==> src/rtl/pong_pkg.sv <==
// Shared types and geometry helpers for the Pong engine: match states,
// direction bit meanings, default playfield constants and centring functions.
package pong_pkg;

   typedef enum logic [2:0] {
      ST_IDLE     = 3'd0,
      ST_SERVE    = 3'd1,
      ST_PLAY     = 3'd2,
      ST_PAUSE    = 3'd3,
      ST_GAMEOVER = 3'd4
   } state_t;

   // Direction bits: dir_x set means moving left, dir_y set means moving up.
   localparam logic DIR_RIGHT = 1'b0;
   localparam logic DIR_LEFT  = 1'b1;
   localparam logic DIR_DOWN  = 1'b0;
   localparam logic DIR_UP    = 1'b1;

   localparam int DEF_H_RES        = 640;
   localparam int DEF_V_RES        = 480;
   localparam int DEF_BALL_SIZE    = 16;
   localparam int DEF_PAD_W        = 16;
   localparam int DEF_PAD_H        = 128;
   localparam int DEF_TICK_DIV     = 500000;
   localparam int DEF_PAD_SPEED    = 2;
   localparam int DEF_MAX_SPEED    = 4;
   localparam int DEF_SPEEDUP_HITS = 4;
   localparam int DEF_WIN_SCORE    = 9;
   localparam int DEF_SERVE_TICKS  = 100;

   function automatic logic [9:0] centre_x(input int h_res, input int ball_size);
      return 10'((h_res - ball_size) / 2);
   endfunction

   function automatic logic [9:0] centre_y(input int v_res, input int ball_size);
      return 10'((v_res - ball_size) / 2);
   endfunction

   function automatic logic [9:0] pad_centre(input int v_res, input int pad_h);
      return 10'((v_res - pad_h) / 2);
   endfunction

endpackage

==> src/rtl/pong_tick_gen.sv <==
// Game-tick clock enable: a one-cycle registered pulse every TICK_DIV clocks,
// high exactly while the internal counter sits at TICK_DIV-1.
module pong_tick_gen #(
   parameter int TICK_DIV = 500000
) (
   input  logic clk,
   input  logic rst,
   output logic tick
);

   localparam int CW = (TICK_DIV > 1) ? $clog2(TICK_DIV) : 1;
   localparam logic [CW-1:0] LAST = CW'(TICK_DIV - 1);

   logic [CW-1:0] cnt;
   logic [CW-1:0] cnt_next;

   always_comb begin
      cnt_next = (cnt == LAST) ? '0 : cnt + CW'(1);
   end

   // The pulse is registered from the next count so it lines up with cnt == LAST.
   always_ff @(posedge clk) begin
      if (rst) begin
         cnt  <= '0;
         tick <= 1'b0;
      end else begin
         cnt  <= cnt_next;
         tick <= (cnt_next == LAST);
      end
   end

endmodule

==> src/rtl/pong_core.sv <==
// Pong game engine: paddles, ball motion, scoring and the match FSM, all
// advanced once per game tick and presented on registered outputs.
module pong_core
   import pong_pkg::*;
#(
   parameter int H_RES        = DEF_H_RES,
   parameter int V_RES        = DEF_V_RES,
   parameter int BALL_SIZE    = DEF_BALL_SIZE,
   parameter int PAD_W        = DEF_PAD_W,
   parameter int PAD_H        = DEF_PAD_H,
   parameter int TICK_DIV     = DEF_TICK_DIV,
   parameter int PAD_SPEED    = DEF_PAD_SPEED,
   parameter int MAX_SPEED    = DEF_MAX_SPEED,
   parameter int SPEEDUP_HITS = DEF_SPEEDUP_HITS,
   parameter int WIN_SCORE    = DEF_WIN_SCORE,
   parameter int SERVE_TICKS  = DEF_SERVE_TICKS
) (
   input  logic       clk,
   input  logic       rst,
   input  logic       l_up,
   input  logic       l_dn,
   input  logic       r_up,
   input  logic       r_dn,
   input  logic       start,
   input  logic       pause,
   output logic [9:0] ball_x,
   output logic [9:0] ball_y,
   output logic [9:0] l_pad_y,
   output logic [9:0] r_pad_y,
   output logic [3:0] l_score,
   output logic [3:0] r_score,
   output logic [2:0] state,
   output logic       winner,
   output logic       tick
);

   localparam int SCW = $clog2(SERVE_TICKS + 1);
   localparam int HCW = 8;

   localparam logic [10:0] BS      = 11'(BALL_SIZE);
   localparam logic [10:0] PH      = 11'(PAD_H);
   localparam logic [10:0] PSPD    = 11'(PAD_SPEED);
   localparam logic [10:0] PAD_MAX = 11'(V_RES - PAD_H);
   localparam logic [10:0] Y_MAX   = 11'(V_RES - BALL_SIZE);
   localparam logic [10:0] X_MAX   = 11'(H_RES - BALL_SIZE);
   localparam logic [10:0] L_FACE  = 11'(PAD_W);
   localparam logic [10:0] R_FACE  = 11'(H_RES - PAD_W - BALL_SIZE);
   localparam logic [9:0]  CX      = centre_x(H_RES, BALL_SIZE);
   localparam logic [9:0]  CY      = centre_y(V_RES, BALL_SIZE);
   localparam logic [9:0]  PAD_C   = pad_centre(V_RES, PAD_H);
   localparam logic [3:0]  MAXS    = 4'(MAX_SPEED);
   localparam logic [3:0]  WIN     = 4'(WIN_SCORE);

   state_t         st, n_st;
   logic [9:0]     bx, by, lpy, rpy;
   logic [9:0]     n_bx, n_by, n_lpy, n_rpy;
   logic [3:0]     ls, rs, n_ls, n_rs;
   logic [3:0]     spd, n_spd;
   logic [HCW-1:0] hits, n_hits;
   logic [SCW-1:0] serve_cnt, n_serve_cnt;
   logic           win, n_win;
   logic           dir_x, n_dir_x;
   logic           dir_y, n_dir_y;

   logic [10:0]    bx_w, by_w, lp_w, rp_w, sp_w;
   logic           ovl_l, ovl_r, hit, miss_l, miss_r;

   pong_tick_gen #(
      .TICK_DIV (TICK_DIV)
   ) u_tick (
      .clk  (clk),
      .rst  (rst),
      .tick (tick)
   );

   // 11-bit views keep the edge arithmetic free of wrap-around.
   assign bx_w = {1'b0, bx};
   assign by_w = {1'b0, by};
   assign lp_w = {1'b0, lpy};
   assign rp_w = {1'b0, rpy};
   assign sp_w = {7'd0, spd};

   function automatic logic [9:0] pad_next(input logic [9:0] y, input logic up, input logic dn);
      logic [10:0] w;
      w = {1'b0, y};
      if (up && !dn) begin
         w = (w > PSPD) ? w - PSPD : '0;
      end else if (dn && !up) begin
         w = (w + PSPD > PAD_MAX) ? PAD_MAX : w + PSPD;
      end
      return 10'(w);
   endfunction

   always_comb begin
      n_st        = st;
      n_bx        = bx;
      n_by        = by;
      n_lpy       = lpy;
      n_rpy       = rpy;
      n_ls        = ls;
      n_rs        = rs;
      n_spd       = spd;
      n_hits      = hits;
      n_serve_cnt = serve_cnt;
      n_win       = win;
      n_dir_x     = dir_x;
      n_dir_y     = dir_y;
      hit         = 1'b0;
      miss_l      = 1'b0;
      miss_r      = 1'b0;
      ovl_l       = (by_w + BS > lp_w) && (by_w < lp_w + PH);
      ovl_r       = (by_w + BS > rp_w) && (by_w < rp_w + PH);

      case (st)
         ST_IDLE, ST_GAMEOVER: begin
            if (start) begin
               n_st        = ST_SERVE;
               n_ls        = '0;
               n_rs        = '0;
               n_spd       = 4'd1;
               n_hits      = '0;
               n_bx        = CX;
               n_by        = CY;
               n_serve_cnt = SCW'(SERVE_TICKS);
            end
         end

         ST_SERVE: begin
            n_lpy = pad_next(lpy, l_up, l_dn);
            n_rpy = pad_next(rpy, r_up, r_dn);
            if (serve_cnt <= SCW'(1)) begin
               n_st = ST_PLAY;
            end else begin
               n_serve_cnt = serve_cnt - SCW'(1);
            end
         end

         ST_PLAY: begin
            if (pause) begin
               n_st = ST_PAUSE;
            end else begin
               n_lpy = pad_next(lpy, l_up, l_dn);
               n_rpy = pad_next(rpy, r_up, r_dn);

               if (dir_y == DIR_UP) begin
                  if (by_w <= sp_w) begin
                     n_by    = '0;
                     n_dir_y = DIR_DOWN;
                  end else begin
                     n_by = 10'(by_w - sp_w);
                  end
               end else if (by_w >= Y_MAX - sp_w) begin
                  n_by    = 10'(Y_MAX);
                  n_dir_y = DIR_UP;
               end else begin
                  n_by = 10'(by_w + sp_w);
               end

               if (dir_x == DIR_LEFT) begin
                  if (bx_w <= L_FACE + sp_w && ovl_l) begin
                     n_bx    = 10'(L_FACE);
                     n_dir_x = DIR_RIGHT;
                     hit     = 1'b1;
                  end else if (bx_w <= sp_w) begin
                     miss_l = 1'b1;
                  end else begin
                     n_bx = 10'(bx_w - sp_w);
                  end
               end else begin
                  if (bx_w >= R_FACE - sp_w && ovl_r) begin
                     n_bx    = 10'(R_FACE);
                     n_dir_x = DIR_LEFT;
                     hit     = 1'b1;
                  end else if (bx_w >= X_MAX - sp_w) begin
                     miss_r = 1'b1;
                  end else begin
                     n_bx = 10'(bx_w + sp_w);
                  end
               end

               if (hit) begin
                  if (hits == HCW'(SPEEDUP_HITS - 1)) begin
                     n_hits = '0;
                     if (spd < MAXS) n_spd = spd + 4'd1;
                  end else begin
                     n_hits = hits + HCW'(1);
                  end
               end

               // A point re-centres the ball and serves toward whoever conceded.
               if (miss_l || miss_r) begin
                  n_bx        = CX;
                  n_by        = CY;
                  n_spd       = 4'd1;
                  n_hits      = '0;
                  n_dir_y     = DIR_UP;
                  n_serve_cnt = SCW'(SERVE_TICKS);
                  n_st        = ST_SERVE;
                  if (miss_l) begin
                     n_rs    = rs + 4'd1;
                     n_dir_x = DIR_LEFT;
                     if (rs + 4'd1 == WIN) begin
                        n_st  = ST_GAMEOVER;
                        n_win = 1'b1;
                     end
                  end else begin
                     n_ls    = ls + 4'd1;
                     n_dir_x = DIR_RIGHT;
                     if (ls + 4'd1 == WIN) begin
                        n_st  = ST_GAMEOVER;
                        n_win = 1'b0;
                     end
                  end
               end
            end
         end

         ST_PAUSE: begin
            if (!pause) n_st = ST_PLAY;
         end

         default: n_st = ST_IDLE;
      endcase
   end

   always_ff @(posedge clk) begin
      if (rst) begin
         st        <= ST_IDLE;
         bx        <= CX;
         by        <= CY;
         lpy       <= PAD_C;
         rpy       <= PAD_C;
         ls        <= '0;
         rs        <= '0;
         spd       <= 4'd1;
         hits      <= '0;
         serve_cnt <= '0;
         win       <= 1'b0;
         dir_x     <= DIR_RIGHT;
         dir_y     <= DIR_UP;
      end else if (tick) begin
         st        <= n_st;
         bx        <= n_bx;
         by        <= n_by;
         lpy       <= n_lpy;
         rpy       <= n_rpy;
         ls        <= n_ls;
         rs        <= n_rs;
         spd       <= n_spd;
         hits      <= n_hits;
         serve_cnt <= n_serve_cnt;
         win       <= n_win;
         dir_x     <= n_dir_x;
         dir_y     <= n_dir_y;
      end
   end

   assign ball_x  = bx;
   assign ball_y  = by;
   assign l_pad_y = lpy;
   assign r_pad_y = rpy;
   assign l_score = ls;
   assign r_score = rs;
   assign state   = st;
   assign winner  = win;

endmodule

==> config.mk <==
export PLATFORM = sky130hd
export DESIGN_NAME = pong_core
export DESIGN_NICKNAME = d
export VERILOG_FILES = /design/src/rtl/pong_pkg.sv /design/src/rtl/pong_tick_gen.sv /design/src/rtl/pong_core.sv
export SDC_FILE = /design/constraint.sdc
export NUM_CORES = 1
export LEC_CHECK = 0
export BUFFER_PORTS_ARGS = -buffer_cell sky130_fd_sc_hd__buf_2
export CAP_MARGIN = 10
export CORE_ASPECT_RATIO = 0.9
export CORE_MARGIN = 5
export CORE_UTILIZATION = 40
export DETAILED_ROUTE_END_ITERATION = 10
export GPL_TIMING_DRIVEN = 0
export SYNTH_ARGS = -nofsm -noshare
export SYNTH_HDL_FRONTEND = slang
export SYNTH_HIERARCHICAL = 1
export SYNTH_SLANG_ARGS = --single-unit
==> constraint.sdc <==
create_clock -name clk -period 5.14 [get_ports clk]
set_clock_uncertainty 0.15 [all_clocks]
set_input_delay 0.514 -clock clk [delete_from_list [all_inputs] [get_ports clk]]
set_output_delay 0.514 -clock clk [all_outputs]
set_load 0.02 [all_outputs]
Word level (Yosys, flattened, before mapping)
Index checks and enable logic that the tools add are counted.
Word-level totals
  flip-flop bits (word level): 93
  bits of input ports: 8
  output and inout port bits: 53
  logic and storage cells: 198
Operators by class
  add/sub/neg operators: 21
  $lt $le $gt $ge: 16
  eq/ne operators: 24
  mux-type cells: 91
  bitwise operators: 1
  reductions and logical operators: 30
Operators with widths (count)
  $mux 10: 24
  $pmux 10 s2: 4
  $mux 4: 13
  $mux 8: 5
  $eq 19x19->1 const B: 2
  $ge 10x11->1: 3
  $reduce_and 6->1: 5
  $mux 7: 4
  $mux 1: 26
  $mux 3: 8
  $pmux 4 s2: 3
  $add 10x2->11 const B: 2
  $add 10x8->11 const B: 2
  $gt 11x10->1: 2
  $gt 11x9->1 const B: 2
  $lt 10x11->1: 2
  $sub 10x4->11 const A: 2
  $pmux 7 s3: 1
  $add 10x4->10: 2
  $gt 10x2->1 const B: 2
  $le 10x4->1: 2
  $sub 10x2->10 const B: 2
  $sub 10x4->10: 2
  $add 19x1->19 const B: 1
  other kinds (33): 62

Logic depth before layout (Yosys ltp)
Gate-level depths: netlist of the first run.
  depth after elaboration: 12
  depth in mapped cells: 14
  gate-level depth less buffers: 12

Hierarchy
Netlist of the first run, hierarchy kept.
By module, submodules not included
  pong_core: times used 1, cells each 874, area an instance 6657.6 sq um, sequential area each 1421.4 sq um
  pong_tick_gen: times used 1, cells each 127, area an instance 1094.8 sq um, sequential area each 400.4 sq um

Worst setup path after synthesis of the first run
Ideal clock, no wire load.
  path type: register to register
  start point: register by[4] (netlist: ball_y[4])
  end point: register hits[1]
  library setup time: 0.070 ns
  arrival time: 3.719 ns
  required time: 4.920 ns
  slack: 1.201 ns
  stages on the path, launching flop included: 14
  buffers on the path: 2
  period minus slack after synthesis: 3.939 ns
  path through: dfxtp_1 > clkbuf_1 > inv_1 > ha_1 > ha_1 > nand4_1 > a221oi_1 > nor4_1 > o41ai_4 > o21ai_2 > or2_0 > buf_2 > or4_1 > a21oi_1
On the way
  cells in the longest elaborated chain, start to end: 12
  elaborated cells on any way between the ends: 28
  those cells by class: add/sub: 1; order compare: 4; eq/ne: 1; mux: 16; reduce/logical: 6
RTL lines
  from (decl): line pong_core.sv:55  | logic [9:0] bx, by, lpy, rpy;
  from (signal assigned): line pong_core.sv:244  | by <= n_by;
  $add 10x5->11: line pong_core.sv:111, pong_core.sv:112
  $gt 11x10->1, on equally long branches: line pong_core.sv:111, pong_core.sv:112
  $logic_and 1x1->1, on equally long branches: line pong_core.sv:111, pong_core.sv:112
  $logic_and 1x1->1, on equally long branches: line pong_core.sv:160, pong_core.sv:170
  $mux 1, on equally long branches: line pong_core.sv:160, pong_core.sv:170
  $mux 1: line pong_core.sv:159  | if (dir_x == DIR_LEFT) begin
  $mux 1: line pong_core.sv:139  | if (pause) begin
  $mux 1: line pong_core.sv:114  | case (st)
  $logic_or 1x1->1: line pong_core.sv:191  | if (miss_l || miss_r) begin
  $mux 8: line pong_core.sv:191
  $mux 8: line pong_core.sv:139
  $pmux 8 s2: line pong_core.sv:114
  to (signal assigned): line pong_core.sv:250  | hits <= n_hits;
  to (decl): line pong_core.sv:59  | logic [HCW-1:0] hits, n_hits;
Several ways; a longest one is shown, not always the timed one. The select of a mux whose other input is x is not followed.
A chain may end at the register's enable or synchronous reset.

Worst setup path after layout of the first run
  start point: register by[7] (netlist: ball_y[7])
  end point: register hits[7]
Same word-level chain as after synthesis.

==> results of run 1 <==
[flip-flops by register name, summed over array words and instances, names as in the netlist]
signal       count
dir_y            1
winner           1
l_pad_y          9
spd              4
dir_x            1
u_tick/cnt      19
r_score          4
serve_cnt        7
r_pad_y          9
l_score          4
state            3
ball_y          10
u_tick/tick      1
ball_x          10
hits             8
[worst reg2reg max path: stages, from the launching register on]
cell and delay [ns]:
dfxtp_1 0.45, clkbuf_1 0.35, and3_1 0.33, nand3_1 0.12
xnor2_1 0.31, ha_1 0.31, nand3_1 0.13, nor2_1 0.08
a211oi_1 0.46, a2bb2oi_1 0.25, a21oi_2 0.43, clkbuf_1 0.52
nor2_1 0.25, o211ai_1 0.23, buf_4 0.19, a21oi_1 0.05
[Yosys cell counts, drive strengths merged, types with 9 or more instances]
cell type / n
dfxtp: 91
nor2: 83
ha: 80
a21oi: 75
nand2: 70
inv: 66
o21ai: 57
clkbuf: 45
nand3: 41
nor3: 36
xnor2: 29
xor2: 21
nand4: 16
nor4: 15
o211ai: 14
or4: 14
a31oi: 13
o31ai: 13
and2: 12
buf: 11
nand2b: 10
or3: 10
a211oi: 9
a21o: 9
and3: 9
nor2b: 9
[final cells by class]
type / instances / area (um^2) / share of cell area, %
multi-input cells: 789 / 5450 / 62.9
flip-flops and latches: 91 / 1820 / 21.0
repair buffers: 61 / 313 / 3.61
well taps: 250 / 313 / 3.61
inverters: 66 / 248 / 2.86
plain buffers: 56 / 245 / 2.83
clock buffers: 10 / 229 / 2.64
clock inverters: 6 / 46.3 / 0.534
[per-stage QoR]
step | std cells | hold WS [ns] | util [%]
floorplan | 1002 | 0.303 | -
global placement | 1310 | 0.322 | 43.8
detailed placement | 1310 | 0.330 | 43.8
CTS | 1326 | 0.331 | 45.2
global route | 1329 | 0.338 | 45.4
finish | 1329 | 0.336 | 45.4
[power groups by stage]
stage	Sequential [uW]	Combinational [uW]	Clock [uW]
after global routing	709	53.8	698
after detailed placement	726	47.9	0
after CTS	709	48.0	664
after floorplan	725	27.8	0
after global placement	726	48.2	0
final	709	49.0	650
[cells by family after synthesis]
kind of cell	after synthesis	synth area share, %
xor+xnor	50	5.65
fa+ha+maj	84	13.9
mux	5	0.678
compound gates	291	25.7
buf+inv	122	6.36
simple gates	357	24.2
flops	91	23.5
other cells	1	0.0484
[layer usage]
metal | GRT usage [%] | vias up
met1 | 29.6 | 3596
li1 | - | 3845
met3 | 5.81 | 24
met5 | 0 | -
met4 | 5.02 | 0
met2 | 32.3 | 251
[how the worst max path moves through the flow]
stage | start | end | slack, ns | depth (start not counted)
floorplan | ball_y[4]$_SDFFE_PP0P_ | hits[1]$_SDFFE_PP0P_ | 1.20 | 13
global placement | ball_y[7]$_SDFFE_PP1P_ | hits[3]$_SDFFE_PP0P_ | 0.19 | 14
detailed placement | ball_y[7]$_SDFFE_PP1P_ | hits[7]$_SDFFE_PP0P_ | 0.14 | 14
CTS | ball_y[7]$_SDFFE_PP1P_ | hits[2]$_SDFFE_PP0P_ | 0.14 | 14
global route | ball_y[7]$_SDFFE_PP1P_ | hits[0]$_SDFFE_PP0P_ | 0.09 | 14
finish | ball_y[7]$_SDFFE_PP1P_ | hits[7]$_SDFFE_PP0P_ | 0.40 | 15
[repair_timing]
item,CTS,global route
hold buffers,0,0
setup endpoints to repair,0,17
resized for setup,0,2
setup buffers,0,3
==> results.json, run 1 <==
{
  "vias": 7716,
  "clock_latency_ns": 0.36,
  "fin_crit_sh_pct": 92.2,
  "die_h_um": 142,
  "gp_congestion": 0.932,
  "hold_violations": 0,
  "path_clk_slew_ns": 0.07,
  "row_count": 48,
  "yosys.area.top_type": "dfxtp_1",
  "clockPowerShare_pct": 46.2,
  "root_buffer": "clkbuf_16",
  "cts_tree": "built",
  "rr_startpoint": "ball_y[7]$_SDFFE_PP1P_",
  "io_pins": 61,
  "grt_pass1_wl_mm": 38.2,
  "met2_length_mm": 10.2,
  "dp_slack_ns": 0.144,
  "crit_buf_inv": 3,
  "tightest_slew_ns": 0.944,
  "p_switching_uw": 355,
  "cp_slowest_stage_delay_ns": 0.51,
  "antennaDiodeCount": 0,
  "path_cells": "clkbuf_1, and3_1, nand3_1, xnor2_1, ha_1, nand3_1, nor2_1, a211oi_1, a2bb2oi_1, a21oi_2, clkbuf_1, nor2_1, o211ai_1, buf_4, a21oi_1",
  "postSynthRegisterBits": 91,
  "yosys_most_used_dff": "dfxtp_1",
  "cp_slowest_cell": "clkbuf_1",
  "fp.dieArea_mm2": 0.0223,
  "io_buffers": 58,
  "rsz0062_at_grt": "false",
  "drc": 0,
  "coreArea_mm2": 0.0191,
  "worstSetupPathType": "reg -> reg",
  "layout_commonest_cell": "dfxtp_1",
  "synth-async-reset-ratio_pct": 0,
  "leakage_uw": 0.00334,
  "drtIter0Drc": 545,
  "dr.max_layer_used": "met4",
  "hold_start": "rst",
  "p_total_uw": 1410,
  "comb_power_share_pct": 3.5,
  "wire_per_inst_um": 17.7,
  "layout_common_cells": "dfxtp_1, nor2_1, ha_1, a21oi_1, nand2_1",
  "yosysSeqAreaShare_pct": 23.5,
  "p_per_area_mw_per_mm2": 163,
  "pwr-share-seq_pct": 50.3,
  "track_usage_pct": 21.1,
  "wl_met1_mm": 11.3,
  "cp_max_fo": 10,
  "ys_types": 85,
  "fin_tns_setup_ns": 0,
  "critical-path-top-delay-family": "compound AO/OA/AOI/OAI gates",
  "cp.required_ns": 5.23,
  "final_area_mm2": 0.00867,
  "slew_headroom_pct": 36.6,
  "cts_buffer_depth": 2,
  "place_area_mm2": 0.00836,
  "layout-drive-gt1-share_pct": 10.4,
  "drt_wl_total_mm": 23.6,
  "synth_top_area_share_pct": 23.5,
  "drtAntennaViolNets": 0,
  "vdd_ir_drop_max_v": 0.000148,
  "outcome": "finished clean",
  "viasPerCell": 5.81,
  "cts_sinks": 91,
  "die_w_um": 157,
  "fill_cells": 1977,
  "r2r_setup_slack_ns": 0.40,
  "dr.pass1.iters": 5,
  "grt_max_degree": 17,
  "hold_class": "in -> reg",
  "syn_inst": 1001,
  "fmax_mhz": 211,
  "crit_path_start_kind": "flip-flop",
  "final_nets": 1166,
  "whs_path_depth": 2,
  "cts_buffers": 9,
  "synth.area.top_cells": "dfxtp_1, ha_1, a21oi_1",
  "max_cap_violations": 0,
  "drv_slew": 0,
  "synth_edf_count": 0,
  "intPower_uw": 1050,
  "layout_min_cycle_time_ns": 4.74,
  "synth_area_mm2": 0.00775,
  "start_util_pct": 40.6,
  "endpoint_kind": "flip-flop",
  "switching_share_pct": 25.2,
  "min_to": "u_tick/cnt[4]$_SDFF_PP0_",
  "hpwl_mm": 17.5,
  "finalSetupViolCount": 0,
  "r2r_cells": 15,
  "cp_data_arrival_time_ns": 4.83,
  "synthToLayoutAreaGrowth_pct": 11.8,
  "grt-ovfl-total": 0,
  "syn_avg_cell_area_um2": 7.74,
  "rr_endpoint": "hits[7]$_SDFFE_PP0P_",
  "cts_max_level": 3,
  "antenna_found_initial": 0,
  "yosysWarnings": 6,
  "grt_pass1_vias": 7297,
  "dr_wl_met3_mm": 1.67,
  "setup_slack_ns": 0.403
}
No activity file was read; power rests on OpenSTA's default activity.
==> inputs of run 2 (changes only) <==
Settings changed: CORE_UTILIZATION 40 to 35, TNS_END_PERCENT from default to 20.
==> results.json, run 2 (synthesis gave the netlist of run 1 again) <==
{
  "outcome": "finished clean",
  "fp.dieArea_mm2": 0.0252,
  "antennaDiodeCount": 0,
  "vias": 7794,
  "cts_buffers": 9,
  "track_usage_pct": 18.6,
  "hpwl_mm": 17.9,
  "gp_congestion": 0.905,
  "drc": 0,
  "crit_path_start_kind": "flip-flop",
  "grt_pass1_vias": 7242,
  "cts_buffer_depth": 2,
  "viasPerCell": 5.70,
  "drtAntennaViolNets": 0,
  "cp_data_arrival_time_ns": 4.86,
  "fin_crit_sh_pct": 93.6,
  "p_per_area_mw_per_mm2": 167,
  "hold_class": "in -> reg",
  "multi_input_area_mm2": 0.00546,
  "max_cap_violations": 0,
  "endpoint_kind": "flip-flop",
  "largest-register": "u_tick/cnt",
  "coreArea_mm2": 0.0217,
  "hold_violations": 0,
  "seq_area_mm2": 0.00182,
  "antenna_found_initial": 0,
  "grt-ovfl-total": 0,
  "fmax_mhz": 208,
  "p_total_uw": 1460,
  "final_nets": 1163,
  "cts_max_level": 3,
  "hold_slack_ns": 0.313,
  "clock_latency_ns": 0.37,
  "start_util_pct": 35.7,
  "die_w_um": 167,
  "drt_wl_total_mm": 23.8,
  "largest_reg_flops": 19,
  "layout_commonest_cell": "dfxtp_1",
  "cp_slowest_cell": "o41ai_4",
  "ctsHoldBuffers": 0,
  "slew_headroom_pct": 34.3,
  "grt_pass1_wl_mm": 38.4,
  "fill_cells": 2289,
  "setup_slack_ns": 0.327,
  "io_buffers": 58,
  "synthToLayoutAreaGrowth_pct": 12.7,
  "grt_max_degree": 20,
  "leakage_uw": 0.00335,
  "wire_per_inst_um": 17.4,
  "worstSetupPathType": "reg -> reg",
  "layout_common_cells": "dfxtp_1, nor2_1, ha_1, a21oi_1, nand2_1",
  "root_buffer": "clkbuf_16",
  "cts_tree": "built",
  "rsz0062_at_grt": "true",
  "drv_slew": 0,
  "dp_slack_ns": 0.235,
  "dr.pass1.iters": 7,
  "layout-drive-gt1-share_pct": 10.4,
  "drtIter0Drc": 651,
  "die_h_um": 151,
  "finalSetupViolCount": 0,
  "layout_min_cycle_time_ns": 4.81,
  "fin_util_pct": 40.3,
  "cp.required_ns": 5.19,
  "cts_sinks": 91,
  "cp_max_fo": 10,
  "cp_slowest_stage_delay_ns": 0.78,
  "crit_top_cell": "ha_1",
  "io_pins": 61,
  "tightest_slew_ns": 0.979,
  "row_count": 51,
  "path_cells": "clkbuf_1, inv_1, ha_1, ha_1, nand4_1, a221oi_1, nor4_2, o41ai_4, o21ai_2, or2_0, buf_2, a21oi_2, o311ai_0",
  "vdd_ir_drop_max_v": 0.000139,
  "path_clk_slew_ns": 0.08
}
==> run 2: changes by cell type in the layout (fill, tap and decap cells not counted) <==
cell,before,now
inv_8,1,3
inv_6,2,1
clkbuf_2,0,1
clkinv_8,0,2
nor4_1,13,12
buf_4,7,4
clkbuf_1,46,44
clkinv_2,2,0
nor4_2,2,3
==> run 2: layout make-up <==
cell class / instances / share of cell area, %
tap: 291 / 4.17
clock inverter: 7 / 0.945
sequential: 91 / 20.9
inverter: 66 / 2.84
timing repair buffer: 58 / 3.32
clock buffer: 9 / 2.58
multi-input combinational: 789 / 62.5
buffer: 56 / 2.82
==> run 2: worst paths after layout <==
path / start / end / slack (ns) / depth (start not counted)
worst min-delay path: rst / u_tick/cnt[2]$_SDFF_PP0_ / 0.31 / 2
worst min register to register: serve_cnt[1]$_SDFFE_PP0P_ / serve_cnt[1]$_SDFFE_PP0P_ / 0.34 / 2
worst max-delay path: ball_y[4]$_SDFFE_PP0P_ / ball_x[8]$_SDFFE_PP1P_ / 0.33 / 13
worst max register to register: ball_y[4]$_SDFFE_PP0P_ / ball_x[8]$_SDFFE_PP1P_ / 0.33 / 13
==> run 2: metal layers <==
| metal | vias to the layer above | global-route usage [%] | wire [um] |
|---|---|---|---|
| li1 | 3848 | - | - |
| met1 | 3641 | 26.7 | 11600 |
| met2 | 278 | 28.6 | 10300 |
| met3 | 27 | 3.58 | 1580 |
| met4 | 0 | 4.99 | 353 |
| met5 | - | 0 | 0 |
==> run 2: per-stage QoR <==
| step | setup TNS (ns) | instance area (um^2) | instances |
|---|---|---|---|
| floorplan | 0 | 7760 | 1002 |
| global placement | 0 | 8410 | 1351 |
| detailed placement | 0 | 8410 | 1351 |
| CTS | 0 | 8720 | 1367 |
| global route | -0.0511 | 8740 | 1367 |
| finish | 0 | 8740 | 1367 |
==> run 2: worst max-delay path: cells and delay by family, from the launching register on <==
family	cells	cell delay, ns
flops	1	0.53
buf+inv	3	0.74
simple gates	3	0.49
compound gates	5	2.01
fa+ha+maj	2	0.70
==> run 2: power breakdown <==
group          internal [uW]  leakage, uW  switching, uW
Combinational           12.5      0.00246           36.2
Clock                    349     0.000148            356
Sequential               706     0.000734           2.64
==> run 2: repair_timing <==
action,4_1_cts,5_1_grt
gates resized for setup,0,5
endpoints found under the setup margin,0,17
endpoints found under the hold margin,0,0
setup buffers,0,0
